[config.mk]
export PLATFORM = sky130hd
export DESIGN_NAME = alu_arbiter
export DESIGN_NICKNAME = d
export VERILOG_FILES = /design/src/rtl/alu_arb_pkg.sv /design/src/rtl/alu_arb_rr2.sv /design/src/rtl/alu_arbiter.sv
export SDC_FILE = /design/constraint.sdc
export NUM_CORES = 1
export LEC_CHECK = 0
export CAP_MARGIN = 10
export CORE_ASPECT_RATIO = 0.9
export CORE_MARGIN = 5
export CORE_UTILIZATION = 37
export CTS_CLUSTER_DIAMETER = 50
export DETAILED_ROUTE_END_ITERATION = 7
export PLACE_DENSITY = 0.79
export SYNTH_ARGS = -nofsm -noshare
export SYNTH_HDL_FRONTEND = slang
export SYNTH_SLANG_ARGS = --single-unit
export TNS_END_PERCENT = 100
[constraint.sdc]
create_clock -name clk -period 1.4 [get_ports clk]
set_input_delay 0.28 -clock clk [delete_from_list [all_inputs] [get_ports clk]]
set_output_delay 0.28 -clock clk [all_outputs]
set_load 0.02 [all_outputs]
[src/rtl/alu_arb_pkg.sv]
// Shared types and constants for the two-requester ALU arbiter.
// Used by alu_arbiter, alu_arb_rr2 and their benches.
package alu_arb_pkg;

  localparam int unsigned SELOP_W = 3;
  localparam int unsigned SHAMT_W = 2;
  localparam int unsigned FLAG_W  = 4;

  typedef enum logic [1:0] {
    ST_IDLE = 2'd0,
    ST_EXEC = 2'd1,
    ST_RESP = 2'd2
  } state_t;

  // Bit positions inside rsp_flags = {C,N,P,Z}
  localparam int unsigned FLG_C = 3;
  localparam int unsigned FLG_N = 2;
  localparam int unsigned FLG_P = 1;
  localparam int unsigned FLG_Z = 0;

  localparam logic [SELOP_W-1:0] OP_ADD = 3'd0;
  localparam logic [SELOP_W-1:0] OP_SUB = 3'd1;
  localparam logic [SELOP_W-1:0] OP_AND = 3'd2;
  localparam logic [SELOP_W-1:0] OP_OR  = 3'd3;
  localparam logic [SELOP_W-1:0] OP_XOR = 3'd4;
  localparam logic [SELOP_W-1:0] OP_NOT = 3'd5;
  localparam logic [SELOP_W-1:0] OP_SHL = 3'd6;
  localparam logic [SELOP_W-1:0] OP_SHR = 3'd7;

  typedef struct packed {
    logic [SELOP_W-1:0] selop;
    logic [SHAMT_W-1:0] shamt;
  } alu_op_t;

endpackage

[src/rtl/alu_arb_rr2.sv]
// Two-way grant logic: round-robin on a last_grant register, or fixed
// priority to requester 0 when ALU_ARB_FIXED_PRIO_EN is defined.
module alu_arb_rr2 (
`ifndef ALU_ARB_FIXED_PRIO_EN
  input  logic       clk,
  input  logic       rst,
  input  logic       i_accept,
`endif
  input  logic [1:0] i_req,
  output logic       o_gnt_id_c,
  output logic       o_gnt_vld_c
);

  assign o_gnt_vld_c = |i_req;

`ifdef ALU_ARB_FIXED_PRIO_EN
  assign o_gnt_id_c = ~i_req[0];
`else
  logic r_last;

  // Reset to 1 so requester 0 wins the first contended round
  always_ff @(posedge clk) begin
    if (!rst) begin
      r_last <= 1'b1;
    end else if (i_accept) begin
      r_last <= o_gnt_id_c;
    end
  end

  assign o_gnt_id_c = (&i_req) ? ~r_last : i_req[1];
`endif

endmodule

[src/rtl/alu_arbiter.sv]
// Shares one external ALU between two valid/ready requesters with an
// IDLE->EXEC->RESP sequencer. Macro ALU_ARB_FIXED_PRIO_EN selects fixed priority.
module alu_arbiter
  import alu_arb_pkg::*;
#(
  parameter int unsigned MAX_WIDTH = 8
) (
  input  logic                 clk,
  input  logic                 rst,
  input  logic                 req0_valid,
  output logic                 req0_ready,
  input  logic [MAX_WIDTH-1:0] req0_a,
  input  logic [MAX_WIDTH-1:0] req0_b,
  input  logic [SELOP_W-1:0]   req0_selop,
  input  logic [SHAMT_W-1:0]   req0_shamt,
  input  logic                 req0_setf,
  input  logic                 req1_valid,
  output logic                 req1_ready,
  input  logic [MAX_WIDTH-1:0] req1_a,
  input  logic [MAX_WIDTH-1:0] req1_b,
  input  logic [SELOP_W-1:0]   req1_selop,
  input  logic [SHAMT_W-1:0]   req1_shamt,
  input  logic                 req1_setf,
  output logic                 rsp_valid,
  input  logic                 rsp_ready,
  output logic                 rsp_id,
  output logic [MAX_WIDTH-1:0] rsp_data,
  output logic [FLAG_W-1:0]    rsp_flags,
  output logic [MAX_WIDTH-1:0] alu_busA,
  output logic [MAX_WIDTH-1:0] alu_busB,
  output logic [SELOP_W-1:0]   alu_selop,
  output logic [SHAMT_W-1:0]   alu_shamt,
  output logic                 alu_enaf,
  input  logic [MAX_WIDTH-1:0] alu_busC,
  input  logic                 alu_C,
  input  logic                 alu_N,
  input  logic                 alu_P,
  input  logic                 alu_Z
);

  state_t               r_state;
  logic [MAX_WIDTH-1:0] r_a;
  logic [MAX_WIDTH-1:0] r_b;
  alu_op_t              r_op;
  logic                 r_id;
  logic                 r_enaf;
  logic                 r_rsp_valid;
  logic [MAX_WIDTH-1:0] r_rsp_data;

  logic                 w_idle;
  logic                 w_gnt_id;
  logic                 w_gnt_vld;
  logic                 w_accept;
  logic [MAX_WIDTH-1:0] w_a;
  logic [MAX_WIDTH-1:0] w_b;
  alu_op_t              w_op;
  logic                 w_setf;

  // Ready is suppressed while reset is asserted even though state reads IDLE
  assign w_idle   = rst && (r_state == ST_IDLE);
  assign w_accept = w_idle && w_gnt_vld;

  alu_arb_rr2 u_rr2 (
`ifndef ALU_ARB_FIXED_PRIO_EN
    .clk         (clk),
    .rst         (rst),
    .i_accept    (w_accept),
`endif
    .i_req       ({req1_valid, req0_valid}),
    .o_gnt_id_c  (w_gnt_id),
    .o_gnt_vld_c (w_gnt_vld)
  );

  assign req0_ready = w_accept && !w_gnt_id;
  assign req1_ready = w_accept && w_gnt_id;

  assign w_a    = w_gnt_id ? req1_a : req0_a;
  assign w_b    = w_gnt_id ? req1_b : req0_b;
  assign w_op   = w_gnt_id ? alu_op_t'{selop: req1_selop, shamt: req1_shamt}
                           : alu_op_t'{selop: req0_selop, shamt: req0_shamt};
  assign w_setf = w_gnt_id ? req1_setf : req0_setf;

  // Sequencer; operand registers drive the ALU directly and hold between ops
  always_ff @(posedge clk) begin
    if (!rst) begin
      r_state     <= ST_IDLE;
      r_a         <= '0;
      r_b         <= '0;
      r_op        <= '0;
      r_id        <= 1'b0;
      r_enaf      <= 1'b0;
      r_rsp_valid <= 1'b0;
      r_rsp_data  <= '0;
    end else begin
      case (r_state)
        ST_IDLE: begin
          if (w_accept) begin
            r_a     <= w_a;
            r_b     <= w_b;
            r_op    <= w_op;
            r_id    <= w_gnt_id;
            r_enaf  <= w_setf;
            r_state <= ST_EXEC;
          end
        end
        ST_EXEC: begin
          r_rsp_data  <= alu_busC;
          r_enaf      <= 1'b0;
          r_rsp_valid <= 1'b1;
          r_state     <= ST_RESP;
        end
        ST_RESP: begin
          if (rsp_ready) begin
            r_rsp_valid <= 1'b0;
            r_state     <= ST_IDLE;
          end
        end
        default: begin
          r_state <= ST_IDLE;
        end
      endcase
    end
  end

  assign alu_busA  = r_a;
  assign alu_busB  = r_b;
  assign alu_selop = r_op.selop;
  assign alu_shamt = r_op.shamt;
  assign alu_enaf  = r_enaf;

  assign rsp_valid = r_rsp_valid;
  assign rsp_id    = r_id;
  assign rsp_data  = r_rsp_data;

  // Flags come live from the ALU flag register; they only move while enaf=1
  assign rsp_flags[FLG_C] = alu_C;
  assign rsp_flags[FLG_N] = alu_N;
  assign rsp_flags[FLG_P] = alu_P;
  assign rsp_flags[FLG_Z] = alu_Z;

endmodule

After elaboration in Yosys (flattened, before gate mapping)
Cells that the tools add are included.

Register bits: 35. Input bits: 61. Output and inout bits: 38. Logic and storage cells: 41.

Equality and inequality tests: 4. Multiplexer cells: 12. Bitwise gates (word level): 1. Reductions and logical operators: 14.

Operators with widths (count): two-way mux 8 bit (2); AND reduction 2 bit (5); case mux 2 bit (3 select lines) (1); two-way mux 5 bit (1); logical AND 1 bit (4); two-way mux 1 bit (4); two-way mux 2 bit (2); inequality test 2 bit, second input constant (2); case mux 1 bit (2 select lines) (2); nonzero test 2 bit (2); equality test 2 x 1 -> 1 bit, second input constant (1); equality test 2 bit, second input constant (1); logical NOT 2 bit (1); OR reduction 2 bit (1); logical NOT 1 bit (1); inverter 1 bit (1).

Logic depth before layout (Yosys ltp)
Gate-level depths: netlist (run 1).

Depth in word-level cells: 5. Gate-level depth with buffers: 5. Depth with buffers taken out: 4.

By module
From an unflattened synthesis (run 1), not the netlist that was laid out.

Cells, all modules: 163. Area total of the unflattened synthesis: 1605.3 um2.

By module, submodules not included: alu_arbiter (times used 1, cells an instance 157, area an instance 1552.7 um2, seq. area each 680.7 um2); alu_arb_rr2 (times used 1, cells an instance 6, area an instance 52.6 um2, seq. area each 20.0 um2).

Least setup slack after synthesis (run 1)
Ideal clock, no wire load.

Kind: register to output. Start point: register r_state[0]. End point: output req1_ready. Arrival: 1.023 ns. Data required time: 1.120 ns. Path slack: 0.097 ns. Stages on the path, launching flop included: 5. Buffers on the path: 1. Cell sequence: dfxtp_1 > and2b_4 > buf_2 > nand3_1 > inv_1.

Longest elaborated chain between the ends: 4.

RTL lines: start: declaration (line alu_arbiter.sv:41) `state_t r_state;`; start signal: assignment (line alu_arbiter.sv:86) `r_state <= ST_IDLE;`; start signal: assignment (line alu_arbiter.sv:103) `r_state <= ST_EXEC;`; start signal: assignment (line alu_arbiter.sv:110) `r_state <= ST_RESP;`; logical NOT 2 bit (line alu_arbiter.sv:60) `assign w_idle = rst && (r_state == ST_IDLE);`; logical AND 1 bit (line alu_arbiter.sv:60); logical AND 1 bit (line alu_arbiter.sv:61) `assign w_accept = w_idle && w_gnt_vld;`; logical AND 1 bit (line alu_arbiter.sv:75) `assign req1_ready = w_accept && w_gnt_id;`; end: declaration (line alu_arbiter.sv:18) `output logic req1_ready,`.

No other way between the ends.

Worst setup path after layout (run 1)
Start point: register r_state[0]. End point: output req0_ready.

Longest elaborated chain between the ends: 4.

RTL lines: logical NOT 2 bit (line alu_arbiter.sv:60); logical AND 1 bit (line alu_arbiter.sv:60); logical AND 1 bit (line alu_arbiter.sv:61); logical AND 1 bit (line alu_arbiter.sv:74) `assign req0_ready = w_accept && !w_gnt_id;`; end: declaration (line alu_arbiter.sv:11) `output logic req0_ready,`.

No other way between the ends.

==> results of run 1 <==
[report_power, final]
part | internal [mW] | leakage (nW) | switching (mW) | total [mW]
sequential | 1.09 | 0.288 | 0.0434 | 1.13
clock | 0.449 | 0.0515 | 0.352 | 0.802
combinational | 0.456 | 0.878 | 0.442 | 0.898
[sequential cells by signal, indices dropped and copies added (netlist names), 2 cells and up]
signal / count
alu_shamt: 2
alu_busA: 8
rsp_data: 8
alu_selop: 3
r_state: 2
alu_busB: 8
[repair_timing]
| item | in CTS | in global routing |
|---|---|---|
| endpoints found under the setup margin | 53 | 2 |
| pin swaps | 1 | 4 |
| gates resized for setup | 50 | 8 |
| hold buffers | 0 | 0 |
| setup buffers | 2 | 1 |
[tightest hold or removal path, stage by stage, from the launching register on]
cell and delay [ns]:
dfxtp_1 0.31, nand2_1 0.05, a21oi_1 0.05
[per-stage QoR]
step	area (um2)	hold slack, ns	power (mW)	worst slack [ns]
floorplan	1668	0.3518	1.624	0.09696
global placement	2751	0.4426	2.069	-0.7407
detailed placement	2751	0.4480	2.083	-0.7469
CTS	2840	0.4552	2.846	-0.1366
global route	2874	0.4824	2.980	-0.07426
finish	2874	0.4537	2.829	-0.04485
[synthesized netlist by cell type, types with 2 or more instances]
library cell / count
nand2_1: 62
dfxtp_1: 35
a21oi_1: 32
a311oi_2: 19
buf_4: 10
buf_2: 3
clkbuf_1: 3
a311oi_1: 2
buf_6: 2
inv_1: 2
nand2b_1: 2
nand3_1: 2
nor2b_1: 2
o21ai_0: 2
[cell type report]
| cell class | count | area (um2) | share of cell area |
|---|---|---|---|
| sequential | 35 | 701.9 | 0.2442 |
| multi-input combinational | 133 | 862.1 | 0.3000 |
| timing repair buffer | 114 | 1119 | 0.3892 |
| clock buffer | 8 | 100.1 | 0.03483 |
| inverter | 3 | 13.76 | 0.004789 |
| tap | 62 | 77.57 | 0.02699 |
[final timing paths]
| check | startpoint | end | cells after the start |
|---|---|---|---|
| max | r_state[0]$_SDFFE_PN0P_ | req0_ready | 4 |
| min | rsp_data[2]$_SDFFE_PN0P_ | rsp_data[2]$_SDFFE_PN0P_ | 2 |
| min reg2reg | rsp_data[2]$_SDFFE_PN0P_ | rsp_data[2]$_SDFFE_PN0P_ | 2 |
| max reg2reg | r_state[0]$_SDFFE_PN0P_ | alu_busB[2]$_SDFFE_PN0P_ | 7 |
[logic make-up (layout without fill, tap and decap cells)]
kind of cell	Yosys count	in the layout
simple gates	72	72
flops	35	35
buf+inv	22	125
compound gates	61	61
[layer usage]
metal | vias to the layer above | track usage | part of all wire
met2 | 57 | 0.2978 | 0.51
met4 | 0 | 0.03940 | 0.0077
met3 | 4 | 0.06250 | 0.074
li1 | 866 | - | -
met5 | - | 0 | 0
met1 | 785 | 0.1958 | 0.41
==> results.md, run 1 <==
- Vias in the first global route: 1,629
- Largest family of logic cells by synthesized area: compound AO/OA/AOI/OAI gates
- Largest stage delay, worst path: between 0.3 and 0.4 ns
- Post-synthesis mux area share: 0
- Horiz. Die Dim: just over 80 um
- Htree depth: 2
- # diodes: 0
- CP Capture Type: output port
- HPWL Detailed: about 3.8 mm
- WS Path Type: flop to output port
- F_max: between 0.6 and 0.7 GHz
- Crit path max fanout: 3
- Post-synth EDFFs: 0
- Setup crit start kind: flop
- Initial DRC count: 51
- Cells after synthesis: 190
- Worst min-delay path class: flop to flop
- Num rows: 23
- Die area: 5952 um2
- Post-DRT Antenna Nets: 0
- Main flop type after synthesis: dfxtp_1
- Post-Synth XOR/XNOR Area: 0
- Seq cells post-synth: 35
- Final TNS setup: -0.07301 ns
- Port Buffers: 90
- Die Height: between 70 and 80 um
- Worst skew pair latency: 0.28 ns
- Largest net degree at the start of global routing: 17
- Netlist cell types: 26
- CTS Buf Count: 5
- # IOs: slightly below 100
- Via count: about 1,700
- Yosys warning total: 0
- Synth top area share: 0.4201
- Crit path DAT: 1.16 ns
- Grt ovf: 0
- Leakage: 1.218 nW
- RSZ-0062 raised after global routing: true
- CORE AREA: between 4000 and 5000 um2
- # DRC: 0
- DR pass1 iterations: 4
- Max-cap viol count: 0
- Wirelength per Cell: around 14 um
- Net Count, Synth: between 200 and 300
- Final worst slack: -0.04485 ns
- Via density: roughly 4.8
- Setup violators final: 2
- # placed instances: ~340
- Fill cells: ~370
- Syn avg cell area: 8.778 um2
- Final nets: between 300 and 400
- Drt total wl: about 5.0 mm
- Crit-path cells: and2b_4 > nand2_4 > nor2_4 > buf_6
- Worst-Margin Slew: approximately 0.24 ns
- Most frequent cells in the layout: nand2_1, clkdlybuf4s50_1, dlygate4sd2_1
- Worst Skew: 0.005975 ns
- Status: complete, but fails checks
- Yosys top cell by area: dfxtp_1
- Gpl congestion: roughly 0.78
- CP Data Required Time: about 1.1 ns
- Clock sinks: 35
- Crit-path slowest cell: dfxtp_2
- Violated checks: negative setup slack
- First-pass GRT wire length: slightly below 8 mm
- Delay-heaviest family, CP: simple AND/OR/NAND/NOR gates
- Slew headroom: 0.8438
- Commonest non-fill, non-tap cell in the layout: nand2_1
- Max Buffers Root-to-Sink: 2
- Setup slack, reg-to-reg: around 0.03 ns
- CP bufs+invs: 1
- GRT Util Overall: 0.1694
- CTS tree: built
- Synth Area in Simple Gates: 0.1770
- Seq/Total Area, Yosys: 0.4201
- Hold Violations, Final: 0
- Power per cell area: 984.5 nW/um2
- Finished Layout Cells: between 300 and 400
- Starting Density: 0.3788
- Synth Cell Area: between 1500 and 2000 um2
- Peak VDD IR: approximately 0.54 mV
- Top cells by area, synth: dfxtp_1, a311oi_2, nand2_1
- Post-route minimum period: between 1 and 1.5 ns
- Layout area overhead: 72.32%
- Synth Area in Adders: 0
- Share of cells above drive strength 1: 0.2150
- Clock Tree Root: clkbuf_8
- Pins Over Slew Limit: 0
- Post-synthesis compound-gate area fraction: 0.3196
- Async S/R FF share, synth: 0
- Antenna violations before repair: 0
- Util after Layout: 0.6527
- Clock slew at reported path FFs: about 0.07 ns
- Period utilisation layout: 1.032
Note: power is estimated with default switching activity, not from simulation.
==> inputs of run 2 (changes only) <==
CAP_MARGIN = 20   (was 10)
==> results of run 2 <==
No change in the layout: final DEF, timing and power equal those of run 1.
